==> src/rtl/fetch_stage.sv <==
// MIPS IF stage: PC register, imem address drive, IF/ID register; FETCH_PERF_CNT_EN adds perf counters.
// Latency: word at pc reaches ifid_inst one clock later; imem is read combinationally.
// Backpressure: stall holds pc and IF/ID (overrides redirect); redirect squashes IF/ID to a bubble.
module fetch_stage #(
    parameter int              PC_W     = 32,
    parameter int              INST_W   = 32,
    parameter logic [PC_W-1:0] RESET_PC = '0
) (
    input  logic              clk,
    input  logic              rst,
    input  logic              stall,
    input  logic              redirect_valid,
    input  logic [PC_W-1:0]   redirect_target,
    input  logic [INST_W-1:0] imem_inst,
    output logic [PC_W-1:0]   imem_addr,
    output logic [PC_W-1:0]   pc,
    output logic [INST_W-1:0] ifid_inst,
    output logic [PC_W-1:0]   ifid_pc_plus4,
    output logic              ifid_valid,
    output logic [31:0]       perf_fetched,
    output logic [31:0]       perf_stalls,
    output logic [31:0]       perf_flushes
);

    typedef struct packed {
        logic [INST_W-1:0] inst;
        logic [PC_W-1:0]   pc_plus4;
        logic              vld;
    } ifid_t;

    logic [PC_W-1:0] pc_q;
    logic [PC_W-1:0] pc_d;
    logic [PC_W-1:0] pc_plus4;
    ifid_t           ifid_q;
    ifid_t           ifid_d;
    logic            advance;
    logic            flush;

    assign pc_plus4 = pc_q + PC_W'(4);
    assign advance  = !stall && !redirect_valid;
    assign flush    = !stall && redirect_valid;

    always_comb begin
        pc_d   = pc_q;
        ifid_d = ifid_q;
        if (flush) begin
            // Word fetched this cycle is wrong-path: replace it with a bubble.
            pc_d   = {redirect_target[PC_W-1:2], 2'b00};
            ifid_d = '0;
        end else if (advance) begin
            pc_d            = pc_plus4;
            ifid_d.inst     = imem_inst;
            ifid_d.pc_plus4 = pc_plus4;
            ifid_d.vld      = 1'b1;
        end
    end

    always_ff @(posedge clk or posedge rst) begin
        if (rst) begin
            pc_q   <= RESET_PC;
            ifid_q <= '0;
        end else begin
            pc_q   <= pc_d;
            ifid_q <= ifid_d;
        end
    end

    assign pc            = pc_q;
    assign imem_addr     = pc_q;
    assign ifid_inst     = ifid_q.inst;
    assign ifid_pc_plus4 = ifid_q.pc_plus4;
    assign ifid_valid    = ifid_q.vld;

`ifdef FETCH_PERF_CNT_EN
    logic [31:0] fetched_q;
    logic [31:0] fetched_d;
    logic [31:0] stalls_q;
    logic [31:0] stalls_d;
    logic [31:0] flushes_q;
    logic [31:0] flushes_d;

    always_comb begin
        fetched_d = fetched_q + {31'd0, advance};
        stalls_d  = stalls_q  + {31'd0, stall};
        flushes_d = flushes_q + {31'd0, flush};
    end

    always_ff @(posedge clk or posedge rst) begin
        if (rst) begin
            fetched_q <= '0;
            stalls_q  <= '0;
            flushes_q <= '0;
        end else begin
            fetched_q <= fetched_d;
            stalls_q  <= stalls_d;
            flushes_q <= flushes_d;
        end
    end

    assign perf_fetched = fetched_q;
    assign perf_stalls  = stalls_q;
    assign perf_flushes = flushes_q;
`else
    assign perf_fetched = '0;
    assign perf_stalls  = '0;
    assign perf_flushes = '0;
`endif

endmodule

==> config.mk <==
export PLATFORM = sky130hd
export DESIGN_NAME = fetch_stage
export DESIGN_NICKNAME = d
export VERILOG_FILES = /design/src/rtl/fetch_stage.sv
export SDC_FILE = /design/constraint.sdc
export NUM_CORES = 1
export LEC_CHECK = 0
export CORE_ASPECT_RATIO = 0.6
export CORE_MARGIN = 2
export CORE_UTILIZATION = 37
export CTS_CLUSTER_SIZE = 40
export DETAILED_ROUTE_END_ITERATION = 8
export HOLD_SLACK_MARGIN = 0.06
export PLACE_DENSITY_LB_ADDON = 0.12
export SLEW_MARGIN = 20
export SYNTH_ARGS = -nofsm -noshare
export SYNTH_HDL_FRONTEND = slang
export SYNTH_SLANG_ARGS = --single-unit
==> constraint.sdc <==
create_clock -name clk -period 5.05 [get_ports clk]
set_input_delay 1.2625 -clock clk [delete_from_list [all_inputs] [get_ports clk]]
set_output_delay 1.2625 -clock clk [all_outputs]
set_load 0.05 [all_outputs]
==> run metrics, run 1 <==
status=complete, no violations; global-route wire length before repair=between 20000 and 30000 um; Die H=101.2 um; die width=166.0 um; Core ar.=15370 sq um; critical path's slowest cell=clkdlybuf4s50_1; Crit path buffers/inverters=1; vias in the first global route=4731; io pins=293; Hold Slack=0.4756 ns; Via density=slightly above 5; Util after Layout=0.4901; Hold Fails Final Rpt=0; final instance area=7533 sq um; gr ovfl total=0; clk_lat worst skew=0.35 ns; CTS tree=yes; average wire per standard cell=approximately 17 um; Slew @ Worst Pin=1.069 ns; Clock Skews=0.006385 ns; Reg2Reg Depth=5; commonest non-fill, non-tap cells in the layout=189 x clkdlybuf4s50_1, 107 x nand2_1, 100 x conb_1; Seq/Total Area, Yosys=0.4037; Pre-Repair DR Iteration Count=6; vias=5131; placed cell area=roughly 7200 sq um; reg-to-reg startpoint=imem_addr[2]; Mapped Area=5827 sq um; htree depth=3; Min-Delay Path Class=reg -> reg; Yosys top cell by area=dfrtp_1; most common cell after layout, fill and taps aside=clkdlybuf4s50_1; clk sinks=94; layout cells sized above 1=0.04562; Worst Hold End=ifid_inst[5]; CTS Hold Bufs=0; P_leak=3.131 nW; Async SR Flop Fraction=1.000; Synth warnings=0; post-synthesis mux area share=0; total track usage=0.2014; synthesized area per cell=8.607 sq um; pin count of the biggest net entering global routing=85; Slew Limit Fails=0; setup slack, reg-to-reg=2.64 ns; initial antenna violation count=0; Cell Count, Final, Fillers Out=1014; Required @ worst endpoint=approximately 3.8 ns; largest family of logic cells by synthesized area=buffers and inverters; reg2reg end=ifid_pc_plus4[30]; final setup violation count=0; FILL cells=1452; DRT iter0 DRCs=about 410; drt drc=0; max-cap violation count=0; worst hold path depth=2; total die area=16800 sq um; Post-DP HPWL=12150 um; Synth Instances=approximately 680; post-route ant nets=0; Worst path top cell family by delay=buffers and inverters; drt total wl=17240 um; Final Power=2.848 mW; PwrDens=378.1 nW/um^2; Worst-path clk slew=0.07 ns; crit end category=output port; Final nets=875; Post-Synth Simple-Gate Area=0.2057; Root Driver=clkbuf_16; compound-gate portion of the synthesized area=0.1576; TritonCTS Buffers=9; dominant cells by area after synthesis=dfrtp_1 40%, buf_4 17%, nand2_1 6.9%; worst vdd ir=0.0001777 V; slew margin rel.=0.2877; Placed Cells=998; initial core utilization=0.3791; adder-cell share of the synthesized area=0.002147; post_cts resized=0; Post-Synth XOR/XNOR Area=0.01804; Synth Flop Type=dfrtp_1; hold_sp=ifid_inst[5]; Critical Path Source Type=flip-flop; Setup Fix Bufs, Post-CTS=0; synth unique cells=58; row cnt=35; Setup TNS=0 ns; post-synth top area share=0.4037; Clock Path Buffers=2; arrival time worst endpoint=1.86 ns; Final min period=3.118 ns; gpl congestion=0.8435; diode count=0; number of flops mapped to enable cells by yosys=0; critical path class=reg -> out; PortBufs=190; Worst path max stage delay=~0.9 ns; Seq cells post-synth=94; CP Max Fanout=13; Place WS=1.630 ns; slack of the critical path=between 1.5 and 2 ns; RSZ-0062 raised after global routing=no; f_max=320.7 MHz; fin crit share=0.6175; critical path cell sequence=clkdlybuf4s50_1; area delta synth->final=29.29%
[area by class of cell]
cell class / instances / area (sq um) / area share
timing repair buffer: 197 / 1952 / 0.2591
clock inverter: 6 / 72.57 / 0.009633
sequential: 94 / 2352 / 0.3122
clock buffer: 10 / 239.0 / 0.03172
inverter: 13 / 51.30 / 0.006809
multi-input combinational: 491 / 2613 / 0.3468
tap: 203 / 254.0 / 0.03372
[worst max path at each step]
stage | startpoint | to | slack, ns | cells past startpoint
4_1_cts | imem_addr[4] | imem_addr[4] | 1.95 | 1
6_report | imem_addr[4] | imem_addr[4] | 1.93 | 1
3_5_place_dp | redirect_valid | ifid_pc_plus4[21] | 1.63 | 6
2_1_floorplan | rst | ifid_inst[0] | 1.34 | 1
3_3_place_gp | stall | ifid_pc_plus4[31] | 1.66 | 5
5_1_grt | stall | imem_addr[31] | 1.82 | 5
[flip-flops by register name, summed over array words and instances (netlist names)]
signal	count
ifid_valid	1
imem_addr	30
ifid_pc_plus4	31
ifid_inst	32
[routing by layer]
| metal | part of all wire | routed length (um) | vias up | track usage |
|---|---|---|---|---|
| met2 | 0.43 | 7353 | 237 | 0.2917 |
| met3 | 0.082 | 1415 | 13 | 0.05666 |
| met4 | 0.0091 | 157 | 0 | 0.04548 |
| li1 | - | - | 2402 | - |
| met5 | 0 | 0 | - | 0 |
| met1 | 0.48 | 8316 | 2479 | 0.2985 |
[worst register-to-register path: stages (launching register included)]
cell	delay (ns)
dfrtp_1	0.55
ha_1	0.40
nand3_1	0.28
nor2_1	0.61
and3_1	0.32
o311ai_1	0.10
[logic make-up after synthesis]
| logic type | count (synthesis) |
|---|---|
| simple gates | 237 |
| buf+inv | 191 |
| compound gates | 141 |
| flops | 94 |
| xor+xnor | 12 |
| fa+ha+maj | 1 |
| other cells | 1 |
[cell usage after synthesis, drive strengths merged (6+ instances only)]
cell    number
nand3       25
o311ai       8
inv         13
and2         6
xnor2        9
and3         9
nor3         8
nand2      107
a21oi       13
buf        152
o21ai       57
nand4       24
o211ai      14
nor2        26
nor4        13
dfrtp       94
a22oi       16
clkbuf      26
[report_power, final]
part | internal (mW) | switching (mW) | leakage, nW
Sequential | 0.838 | 0.128 | 1.17
Combinational | 0.332 | 0.816 | 1.81
Clock | 0.405 | 0.329 | 0.151
Total | 1.58 | 1.27 | 3.13
Power figures use the tool's default switching activity.
==> inputs of run 2 (changes only) <==
==> constraint.sdc (replaced) <==
create_clock -name clk -period 2.8 [get_ports clk]
set_input_delay 0.7 -clock clk [delete_from_list [all_inputs] [get_ports clk]]
set_output_delay 0.7 -clock clk [all_outputs]
set_load 0.05 [all_outputs]
==> run 2 against run 1 <==
Against the previous run: power increased by 85%; final area up 2.2%; first-iteration DRC count shrank 17%; die area did not move; setup slack got worse by 1.7 ns; clock power up 95%; critical path type unchanged; critical endpoint is now imem_addr[15].
==> run metrics, run 2 (synthesis results as in run 1) <==
RSZ-0062 raised after global routing=no; area delta synth->final=32.08%; placed cell area=7358 sq um (+1.9%); Via density=5.066 (+0.12%); slack of the critical path=0.2518 ns (-1.680 ns); f_max=392.4 MHz; Util after Layout=0.5007 (+0.01058); Setup Fix Bufs, Post-CTS=0 (unchanged); worst vdd ir=0.0002887 V (+62%); M1 GR Usage=0.2891 (-0.009382); Worst path max stage delay=0.89 ns (about the same); clk_lat worst skew=0.35 ns (about the same); critical path cell sequence=clkdlybuf4s50_1; gr ovfl total=0 (unchanged); GRT met3 Usage=0.06604 (+0.009379); grt peak-use layer=met1; post-route ant nets=0 (unchanged); row cnt=35 (unchanged); critical path's slowest cell=clkdlybuf4s50_1; Required @ worst endpoint=2.10 ns (-1.69 ns); FILL cells=1467 (+1.0%); pin count of the biggest net entering global routing=98 (+15%); drt drc=0 (unchanged); layout cells sized above 1=0.05832 (+0.01270); vias in the first global route=4518 (-4.5%); Root Driver=clkbuf_16; diode count=0 (unchanged); Crit path buffers/inverters=1 (unchanged); Final min period=2.548 ns; fin crit share=0.9101; DRT iter0 DRCs=337 (-17%); PwrDens=684.8 nW/um^2 (+81%); Multi-input gate area=2613 sq um (unchanged); gpl congestion=0.8435 (unchanged); Slew Limit Fails=0 (unchanged); Post-DP HPWL=12580 um (+3.5%); Clock Skews=0.008467 ns (+0.002082 ns); crit end category=output port; initial antenna violation count=1 (+1); final instance area=7696 sq um (+2.2%); Die H=101.2 um (unchanged); Worst path top cell family by delay=buffers and inverters; Clock Path Buffers=2 (unchanged); CP Max Fanout=10 (-3); Slew @ Worst Pin=0.6536 ns (-0.4149 ns); P_leak=3.219 nW (+2.8%); Hold Slack=0.4745 ns (-0.001100 ns); average wire per standard cell=16.84 um (-0.95%); Place WS=0.3119 ns (-1.318 ns); die width=166.0 um (unchanged); Hold Fails Final Rpt=0 (unchanged); Critical Path Source Type=flip-flop; final setup violation count=0 (unchanged); Final nets=888 (+1.5%); total die area=16800 sq um (unchanged); PortBufs=190 (unchanged); htree depth=3 (unchanged); clk sinks=94 (unchanged); io pins=293 (unchanged); most common cell after layout, fill and taps aside=clkdlybuf4s50_1; TritonCTS Buffers=9 (unchanged); max reg flops=32 (unchanged); Setup TNS=0 ns (unchanged); status=complete, no violations; FF+latch area=2352 sq um (unchanged); global-route wire length before repair=26010 um (-2.1%); Pre-Repair DR Iteration Count=5 (-1); CTS Hold Bufs=0 (unchanged); critical path class=reg -> out; Min-Delay Path Class=reg -> reg; met2 Resource Use GR=0.2876 (-0.004149); CTS tree=yes; Worst-path clk slew=0.07 ns (about the same); slew margin rel.=0.5627 (+0.2750); initial core utilization=0.3791 (unchanged); arrival time worst endpoint=1.85 ns (about the same); drt total wl=17280 um (+0.23%); max-cap violation count=0 (unchanged); vias=5198 (+1.3%); commonest non-fill, non-tap cells in the layout=189 x clkdlybuf4s50_1, 107 x nand2_1, 100 x conb_1; post_cts resized=0 (unchanged); total track usage=0.1993 (-0.002134); Core ar.=15370 sq um (unchanged)
-- run 2: cell types whose count changed in the layout (fill, tap and decap cells not counted), sizes merged --
cell,delta
clkinv,+1
buf,+13
bufinv,+2
inv,-5
clkbuf,+1
-- run 2: layout make-up --
| class | instances | share of cell area |
|---|---|---|
| multi-input cells | 491 | 0.3395 |
| flip-flops and latches | 94 | 0.3056 |
| repair buffers | 210 | 0.2712 |
| well taps | 203 | 0.03300 |
| clock buffers | 11 | 0.03154 |
| clock inverters | 4 | 0.01236 |
| inverters | 13 | 0.006828 |
-- run 2: path summary, 6_finish.rpt --
kind | startpoint | endpoint | slack (ns) | depth (start not counted)
min | ifid_inst[5] | ifid_inst[5] | 0.47 | 2
max | imem_addr[15] | imem_addr[15] | 0.25 | 1
min in group asynchronous | rst | ifid_pc_plus4[2] | 0.72 | 2
min reg2reg | ifid_inst[5] | ifid_inst[5] | 0.47 | 2
max reg2reg | imem_addr[2] | imem_addr[14] | 0.61 | 5
max in group asynchronous | rst | ifid_pc_plus4[27] | 1.54 | 3
-- run 2: where the power goes --
| group | total (mW) | switching (mW) | leakage (nW) | internal (mW) |
|---|---|---|---|---|
| logic | 2.11 | 1.49 | 1.88 | 0.620 |
| clock network | 1.43 | 0.537 | 0.166 | 0.892 |
| registers | 1.73 | 0.220 | 1.17 | 1.51 |
| total | 5.27 | 2.24 | 3.22 | 3.03 |
-- run 2: layer usage --
metal / part of all wire / up-vias
li1: - / 2433
met1: 0.47 / 2504
met3: 0.094 / 14
met2: 0.42 / 247
met5: 0 / -
met4: 0.0079 / 0
-- run 2: through the flow --
stage | power, mW | std cells
floorplan | 3.356 | 776
global route | 5.476 | 1026
global placement | 3.846 | 1011
detailed placement | 3.862 | 1011
CTS | 5.298 | 1026
finish | 5.270 | 1026
-- run 2: worst reg2reg max path, cell delays in order (launching register included) --
cell	delay, ns
dfrtp_1	0.57
ha_1	0.41
nand3_1	0.26
nor4_1	0.53
nand3_1	0.17
o311ai_0	0.13
